`config.mk`:
```
export PLATFORM = sky130hd
export DESIGN_NAME = mem_access_unit_flat
export DESIGN_NICKNAME = d
export VERILOG_FILES = /design/src/rtl/mau_pkg.sv /design/src/rtl/mem_access_unit_if.sv /design/src/rtl/mau_lane_align.sv /design/src/rtl/mem_access_unit.sv /design/src/flat_wrapper.sv
export SDC_FILE = /design/constraint.sdc
export NUM_CORES = 1
export LEC_CHECK = 0
export ABC_CLOCK_PERIOD_IN_PS = 2600
export CORE_MARGIN = 4
export CORE_UTILIZATION = 48
export DETAILED_ROUTE_END_ITERATION = 7
export PLACE_DENSITY = 0.92
export SLEW_MARGIN = 20
export SYNTH_ARGS = -nofsm -noshare
export SYNTH_HDL_FRONTEND = slang
export SYNTH_SLANG_ARGS = --single-unit
```
`constraint.sdc`:
```
create_clock -name clk -period 2.6 [get_ports clk]
set_input_delay 0.26 -clock clk [delete_from_list [all_inputs] [get_ports clk]]
set_output_delay 0.26 -clock clk [all_outputs]
set_load 0.02 [all_outputs]
```
`src/rtl/mau_pkg.sv`:
```
// Shared types and defaults for the memory access unit: size encoding,
// FSM states and the default data-memory depth.
package mau_pkg;

  localparam int MAU_SIZE_DM_DEFAULT = 128;

  typedef enum logic [1:0] {
    SZ_BYTE = 2'b00,
    SZ_HALF = 2'b01,
    SZ_WORD = 2'b10,
    SZ_RSVD = 2'b11
  } size_e;

  typedef enum logic [1:0] {
    ST_IDLE = 2'b00,
    ST_RD   = 2'b01,
    ST_WR   = 2'b10,
    ST_RESP = 2'b11
  } state_e;

endpackage

```
`src/rtl/mem_access_unit_if.sv`:
```
// Bundles the request, memory-port and response signals of the memory access unit.
// The slave modport is the unit's view; the master modport is the pipeline/memory side.
interface mem_access_unit_if;
  logic        req_valid;
  logic        req_ready;
  logic        req_we;
  logic [31:0] req_addr;
  logic [1:0]  req_size;
  logic        req_unsigned;
  logic [31:0] req_wdata;

  logic        mem_read;
  logic        mem_write;
  logic [31:0] mem_addr;
  logic [31:0] mem_wdata;
  logic [31:0] mem_rdata;

  logic        resp_valid;
  logic        resp_ready;
  logic [31:0] resp_rdata;
  logic        resp_err;

  modport slave (
    input  req_valid, req_we, req_addr, req_size, req_unsigned, req_wdata,
    output req_ready,
    output mem_read, mem_write, mem_addr, mem_wdata,
    input  mem_rdata,
    output resp_valid, resp_rdata, resp_err,
    input  resp_ready
  );

  modport master (
    output req_valid, req_we, req_addr, req_size, req_unsigned, req_wdata,
    input  req_ready,
    input  mem_read, mem_write, mem_addr, mem_wdata,
    output mem_rdata,
    input  resp_valid, resp_rdata, resp_err,
    output resp_ready
  );
endinterface

```
`src/rtl/mau_lane_align.sv`:
```
// Combinational lane logic: load lane select with sign/zero extension, and
// sub-word store merge of new data into an existing memory word.
module mau_lane_align
  import mau_pkg::*;
(
  input  logic [31:0] word_i,
  input  logic [1:0]  addr_lo_i,
  input  size_e       size_i,
  input  logic        uns_i,
  input  logic [31:0] wdata_i,
  output logic [31:0] load_data_o,
  output logic [31:0] store_word_o
);

  logic [4:0]  byte_sh;
  logic [4:0]  half_sh;
  logic [7:0]  byte_v;
  logic [15:0] half_v;

  assign byte_sh = {addr_lo_i, 3'b000};
  assign half_sh = {addr_lo_i[1], 4'b0000};
  assign byte_v  = 8'(word_i >> byte_sh);
  assign half_v  = 16'(word_i >> half_sh);

  always_comb begin
    load_data_o  = word_i;
    store_word_o = wdata_i;
    case (size_i)
      SZ_BYTE: begin
        load_data_o  = uns_i ? {24'h0, byte_v} : {{24{byte_v[7]}}, byte_v};
        store_word_o = (word_i & ~(32'h0000_00FF << byte_sh))
                     | ({24'h0, wdata_i[7:0]} << byte_sh);
      end
      SZ_HALF: begin
        load_data_o  = uns_i ? {16'h0, half_v} : {{16{half_v[15]}}, half_v};
        store_word_o = (word_i & ~(32'h0000_FFFF << half_sh))
                     | ({16'h0, wdata_i[15:0]} << half_sh);
      end
      default: begin
        load_data_o  = word_i;
        store_word_o = wdata_i;
      end
    endcase
  end

endmodule

```
`src/rtl/mem_access_unit.sv`:
```
// Load/store initiator for a word-addressed memory; sub-word stores use read-modify-write.
// Define MAU_MISALIGN_TRAP_EN to reject misaligned/reserved-size requests instead of force-aligning.
module mem_access_unit
  import mau_pkg::*;
#(
  parameter int SIZE_DM = MAU_SIZE_DM_DEFAULT
) (
  input logic              clk,
  input logic              rst_n,
  mem_access_unit_if.slave bus
);

  localparam logic [31:0] SIZE_DM_W = 32'(SIZE_DM);

  state_e      state_q;
  logic        we_q;
  logic        uns_q;
  size_e       size_q;
  logic [1:0]  addr_lo_q;
  logic [31:0] wdata_q;

  logic        mem_read_q;
  logic        mem_write_q;
  logic [31:0] mem_addr_q;
  logic [31:0] mem_wdata_q;
  logic        resp_valid_q;
  logic        resp_err_q;
  logic [31:0] resp_rdata_q;

  size_e       req_size_d;
  logic [31:0] req_addr_d;
  logic        misalign_d;
  logic        range_err_d;
  logic [31:0] load_data;
  logic [31:0] store_word;

  // Normalise the incoming request: either flag misalignment or clear the low address bits.
  always_comb begin
    req_size_d = size_e'(bus.req_size);
    req_addr_d = bus.req_addr;
    misalign_d = 1'b0;
`ifdef MAU_MISALIGN_TRAP_EN
    case (req_size_d)
      SZ_HALF: misalign_d = bus.req_addr[0];
      SZ_WORD: misalign_d = |bus.req_addr[1:0];
      SZ_RSVD: misalign_d = 1'b1;
      default: misalign_d = 1'b0;
    endcase
`else
    if (req_size_d == SZ_RSVD) begin
      req_size_d = SZ_WORD;
    end
    case (req_size_d)
      SZ_HALF: req_addr_d[0]   = 1'b0;
      SZ_WORD: req_addr_d[1:0] = 2'b00;
      default: req_addr_d      = bus.req_addr;
    endcase
`endif
  end

  assign range_err_d = ((bus.req_addr >> 2) >= SIZE_DM_W);

  mau_lane_align u_lane_align (
    .word_i       (bus.mem_rdata),
    .addr_lo_i    (addr_lo_q),
    .size_i       (size_q),
    .uns_i        (uns_q),
    .wdata_i      (wdata_q),
    .load_data_o  (load_data),
    .store_word_o (store_word)
  );

  always_ff @(posedge clk or negedge rst_n) begin
    if (!rst_n) begin
      state_q      <= ST_IDLE;
      we_q         <= 1'b0;
      uns_q        <= 1'b0;
      size_q       <= SZ_BYTE;
      addr_lo_q    <= 2'b00;
      wdata_q      <= 32'h0;
      mem_read_q   <= 1'b0;
      mem_write_q  <= 1'b0;
      mem_addr_q   <= 32'h0;
      mem_wdata_q  <= 32'h0;
      resp_valid_q <= 1'b0;
      resp_err_q   <= 1'b0;
      resp_rdata_q <= 32'h0;
    end else begin
      case (state_q)
        ST_IDLE: begin
          if (bus.req_valid) begin
            we_q         <= bus.req_we;
            uns_q        <= bus.req_unsigned;
            size_q       <= req_size_d;
            addr_lo_q    <= req_addr_d[1:0];
            wdata_q      <= bus.req_wdata;
            resp_rdata_q <= 32'h0;
            if (range_err_d || misalign_d) begin
              resp_err_q   <= 1'b1;
              resp_valid_q <= 1'b1;
              state_q      <= ST_RESP;
            end else begin
              resp_err_q <= 1'b0;
              mem_addr_q <= req_addr_d >> 2;
              if (bus.req_we && (req_size_d == SZ_WORD)) begin
                mem_write_q <= 1'b1;
                mem_wdata_q <= bus.req_wdata;
                state_q     <= ST_WR;
              end else begin
                mem_read_q <= 1'b1;
                state_q    <= ST_RD;
              end
            end
          end
        end
        ST_RD: begin
          mem_read_q <= 1'b0;
          if (we_q) begin
            // The merge is done against the word read this cycle, so WR writes it unchanged.
            mem_wdata_q <= store_word;
            mem_write_q <= 1'b1;
            state_q     <= ST_WR;
          end else begin
            resp_rdata_q <= load_data;
            resp_valid_q <= 1'b1;
            state_q      <= ST_RESP;
          end
        end
        ST_WR: begin
          mem_write_q  <= 1'b0;
          resp_valid_q <= 1'b1;
          state_q      <= ST_RESP;
        end
        default: begin
          if (bus.resp_ready) begin
            resp_valid_q <= 1'b0;
            state_q      <= ST_IDLE;
          end
        end
      endcase
    end
  end

  assign bus.req_ready  = (state_q == ST_IDLE);
  assign bus.mem_read   = mem_read_q;
  assign bus.mem_write  = mem_write_q;
  assign bus.mem_addr   = mem_addr_q;
  assign bus.mem_wdata  = mem_wdata_q;
  assign bus.resp_valid = resp_valid_q;
  assign bus.resp_err   = resp_err_q;
  assign bus.resp_rdata = resp_rdata_q;

endmodule

```
`src/flat_wrapper.sv`:
```
// flat-port wrapper written by rule: the top's interface ports become plain ports
module mem_access_unit_flat import mau_pkg::*;
#(
  parameter int SIZE_DM = MAU_SIZE_DM_DEFAULT
)
  (clk, rst_n, bus_req_valid, bus_req_we, bus_req_addr, bus_req_size, bus_req_unsigned, bus_req_wdata, bus_req_ready, bus_mem_read, bus_mem_write, bus_mem_addr, bus_mem_wdata, bus_mem_rdata, bus_resp_valid, bus_resp_rdata, bus_resp_err, bus_resp_ready);
  mem_access_unit_if bus_i ();
  input logic clk;
  input logic rst_n;
  input wire logic [$bits(bus_i.req_valid)-1:0] bus_req_valid;
  input wire logic [$bits(bus_i.req_we)-1:0] bus_req_we;
  input wire logic [$bits(bus_i.req_addr)-1:0] bus_req_addr;
  input wire logic [$bits(bus_i.req_size)-1:0] bus_req_size;
  input wire logic [$bits(bus_i.req_unsigned)-1:0] bus_req_unsigned;
  input wire logic [$bits(bus_i.req_wdata)-1:0] bus_req_wdata;
  output wire logic [$bits(bus_i.req_ready)-1:0] bus_req_ready;
  output wire logic [$bits(bus_i.mem_read)-1:0] bus_mem_read;
  output wire logic [$bits(bus_i.mem_write)-1:0] bus_mem_write;
  output wire logic [$bits(bus_i.mem_addr)-1:0] bus_mem_addr;
  output wire logic [$bits(bus_i.mem_wdata)-1:0] bus_mem_wdata;
  input wire logic [$bits(bus_i.mem_rdata)-1:0] bus_mem_rdata;
  output wire logic [$bits(bus_i.resp_valid)-1:0] bus_resp_valid;
  output wire logic [$bits(bus_i.resp_rdata)-1:0] bus_resp_rdata;
  output wire logic [$bits(bus_i.resp_err)-1:0] bus_resp_err;
  input wire logic [$bits(bus_i.resp_ready)-1:0] bus_resp_ready;
  assign bus_i.req_valid = bus_req_valid;
  assign bus_i.req_we = bus_req_we;
  assign bus_i.req_addr = bus_req_addr;
  assign bus_i.req_size = bus_req_size;
  assign bus_i.req_unsigned = bus_req_unsigned;
  assign bus_i.req_wdata = bus_req_wdata;
  assign bus_req_ready = bus_i.req_ready;
  assign bus_mem_read = bus_i.mem_read;
  assign bus_mem_write = bus_i.mem_write;
  assign bus_mem_addr = bus_i.mem_addr;
  assign bus_mem_wdata = bus_i.mem_wdata;
  assign bus_i.mem_rdata = bus_mem_rdata;
  assign bus_resp_valid = bus_i.resp_valid;
  assign bus_resp_rdata = bus_i.resp_rdata;
  assign bus_resp_err = bus_i.resp_err;
  assign bus_i.resp_ready = bus_resp_ready;
  mem_access_unit #(.SIZE_DM(SIZE_DM)) u_core (.clk(clk), .rst_n(rst_n), .bus(bus_i));
endmodule
```
==> flow_summary_export.csv <==
group,metric,value,unit
clocking,clk_latency,430,ps
synthesis,synth_top_family_by_area,"compound AO/OA/AOI/OAI gates",
placement,dp_slack,243.8,ps
clocking,numCtsBuffers,17,
detailed_routing,vias,6089,
pwr,power_switching_share,0.3809,
timing,fmax,437.7,MHz
placement,io_buffers,202,
detailed_routing,drc,0,
detailed_routing,drt_iter0_drc,520,
clocking,path_clk_slew,60,ps
detailed_routing,first_pass_iters,5,
global_route,grt_overflow,0,
synthesis,ys_warn_count,0,
synthesis,yosys.cell_count.top_type,"dfrtp_1",
cells_and_area,layout.cells.non_filler,1034,
synthesis,synth_ff_type,"dfrtp_1",
placement,place_congestion,0.8999,
detailed_routing,ant_nets,0,
cells_and_area,syn_to_final_growth,41.44,%
synthesis,synth_commonest_cells,"dfrtp_1, nand2_1, o21ai_0, mux2_2, a21oi_1",
critical_path,critPathRequiredTime,2910,ps
synthesis,netlist_area,6882,sq um
cells_and_area,nets,949,
synthesis,synth-simple-area-share,0.1085,
synthesis,ys_ff_latch,138,
global_route,grt_pass1_vias,6262,
synthesis,synthTopCellsByArea,"dfrtp_1, mux2_2, o21ai_0, mux2_4, mux2i_1",
pwr,p_int,7.047,mW
critical_path,start_kind,"flip-flop",
pwr,p_leak,4.262,nW
pwr,power_density,1169,nW/um^2
cells_and_area,antennaDiodeCount,0,
placement,hpwl,15.23,mm
synthesis,yosys.cell_types.count,54,
critical_path,crit_type,"reg2reg",
worst_hold_path,hold_path_class,"in2async",
timing,hold_viol_final,0,
synthesis,netlist.area_leader.share,0.5018,
floorplanning,dieArea,16320,sq um
detailed_routing,wire_per_inst,20.67,um
pwr,power_frac_clock,0.223,
detailed_routing,finalWirelength,21.38,mm
global_route,grt_pass1_wl,33.85,mm
global_route,grt_max_degree,58,
job,max_cap_violations,0,
synthesis,synthCells,643,
timing,relSlewSlack,0.4714,
floorplanning,coreArea,13930,sq um
timing,setup_ws,315.5,ps
floorplanning,ios,205,
pwr,total_power,11.38,mW
clocking,ctsRootBufferMaster,"clkbuf_16",
synthesis,yosysTopAreaCell,"dfrtp_1",
synthesis,postSynthAreaPerCell,10.70,sq um
synthesis,ys_seq_area_frac,0.5018,
clocking,cts_tree,"built",
timing,period_share,0.8787,
clocking,cts.sinks,138,
global_route,antenna_found_initial,0,
critical_path,cp_max_fo,32,
synthesis,synth_fa_ha_area_frac,0.007273,
critical_path,cp-end-kind,"flip-flop",
clocking,htreeDepth,4,
floorplanning,fp.dieW,127.7,um
synthesis,synth_async_sr_flop_share,1.000,
floorplanning,placementRows,43,
synthesis,synth-xor-area-share,0,
pwr,power_frac_comb,0.465,
floorplanning,die_h,127.7,um
critical_path,cp.arrival,2600,ps
outcome,outcome,"completed",
pwr,p_sw,4.335,mW
pwr,ir_worst_vdd,0.6070,mV
timing,fin_setup_tns,0,ps
timing,setup_viol,0,
floorplanning,start_util,0.4938,
cells_and_area,drive_gt1_frac,0.1522,
synthesis,synth_edf_count,0,
timing,report.final.slew_viol_count,0,
timing,worst_slew_pin_slew,789.6,ps
timing,clock_skew,6.109,ps
pwr,power.share.sequential,0.311,
global_route,grt_usage,0.2663,
placement,dp_cells,1001,
timing,finalCriticalPeriod,2285,ps
clocking,clockBufferDepth,2,
detailed_routing,vias_per_cell,5.889,
synthesis,synth-compound-area-share,0.1765,
synthesis,synth.area.mux_share,0.1607,
timing,rsz0062_at_grt,"false",
[kinds of logic after synthesis]
group,after synthesis
AO/OA/AOI/OAI,183
adder cells (fa/ha/maj),4
flip-flops,138
AND/OR/NAND/NOR,155
multiplexers,94
buffers and inverters,68
other,1
[critical path: stages (launching register included)]
cell and delay [ps]:
dfrtp_1 420, inv_1 80, ha_1 310, nand2_2 270, o21ai_1 190, a31oi_4 240
buf_12 270, mux2_2 370
[routing by layer]
layer / vias up / part of all wire / track usage
met5: - / 0 / 0
met4: 0 / 0.041 / 0.1217
met3: 68 / 0.10 / 0.08875
met2: 357 / 0.46 / 0.4128
met1: 2948 / 0.40 / 0.3398
li1: 2716 / - / -
[stage by stage]
step                      utilization  cell area [sq um]  hold slack, ps
after floorplan                     -               6885          -35.59
after global placement         0.6530               9099           244.0
after detailed placement       0.6530               9099           257.8
after CTS                      0.6985               9733           362.2
after global routing           0.6985               9733           398.6
final                          0.6985               9733           348.8
[cells in the final DEF (no fill, tap or decap), types with 3 or more instances in the layout]
master | synthesis | routed
a221o_1 | 17 | 17
a22oi_1 | 4 | 4
nand3_1 | 6 | 6
o22a_1 | 6 | 6
o21ai_0 | 63 | 63
nor4_1 | 6 | 6
clkdlybuf4s50_1 | 0 | 201
o21a_1 | 7 | 7
dfrtp_1 | 138 | 138
nor3_1 | 3 | 3
a31oi_1 | 14 | 14
bufinv_16 | 0 | 3
buf_4 | 4 | 22
clkinvlp_4 | 0 | 3
nor2b_1 | 27 | 27
inv_1 | 19 | 19
o2bb2ai_1 | 9 | 9
a21oi_1 | 30 | 30
ha_1 | 4 | 3
mux2_4 | 19 | 19
a22o_1 | 7 | 7
mux2i_1 | 28 | 28
nand2_1 | 74 | 73
mux2_2 | 46 | 46
clkbuf_8 | 0 | 4
o2111ai_1 | 8 | 8
nor2_1 | 23 | 23
clkbuf_16 | 0 | 17
nand2b_1 | 7 | 7
o22ai_1 | 5 | 5
[final cells by class]
type                            count  area (sq um)
Clock inverter                     10         140.1
Clock buffer                       22         484.2
Timing Repair Buffer              226          2218
Multi-Input combinational cell    438          3137
Sequential cell                   138          3453
Inverter                           20         75.07
Tap cell                          180         225.2
Fill cell                         928          4202
[state kept, by name, indices dropped and copies added, names as in the netlist, 2 cells and up]
signal and flops:
u_core.addr_lo_q 2, u_core.bus.mem_wdata 32, u_core.bus.mem_addr 30, u_core.wdata_q 32
u_core.bus.resp_rdata 32, u_core.state_q 2, u_core.size_q 2
[worst paths after layout]
| kind | startpoint | to | slack [ps] | cells after the start |
|---|---|---|---|---|
| hold / removal | rst_n | u_core.bus.mem_wdata[13]$_DFFE_PN0P_ | 350 | 2 |
| setup / recovery | u_core.state_q[0]$_DFFE_PN0P_ | u_core.bus.mem_wdata[0]$_DFFE_PN0P_ | 320 | 7 |
| hold reg to reg | u_core.bus.resp_rdata[6]$_DFFE_PN0P_ | u_core.bus.resp_rdata[6]$_DFFE_PN0P_ | 480 | 2 |
| max in group asynchronous | rst_n | u_core.bus.mem_wdata[3]$_DFFE_PN0P_ | 1450 | 3 |
| min in group clk | bus_req_addr[1] | u_core.addr_lo_q[1]$_DFFE_PN0P_ | 430 | 3 |
| setup reg to reg | u_core.state_q[0]$_DFFE_PN0P_ | u_core.bus.mem_wdata[0]$_DFFE_PN0P_ | 320 | 7 |
[power groups by stage]
stage | Combinational [mW] | Sequential, mW | Clock (mW)
global placement | 5.05 | 3.50 | 0
CTS | 5.28 | 3.52 | 2.56
finish | 5.29 | 3.54 | 2.54
global route | 5.70 | 3.64 | 2.65
floorplan | 2.83 | 3.91 | 0
detailed placement | 5.20 | 3.54 | 0
[what timing repair did]
action / CTS / global route
gates resized for setup: 0 / 0
hold buffers: 1 / 0
hold endpoints to repair: 53 / 0
buffers inserted: 0 / 0
Power figures use the tool's default switching activity.
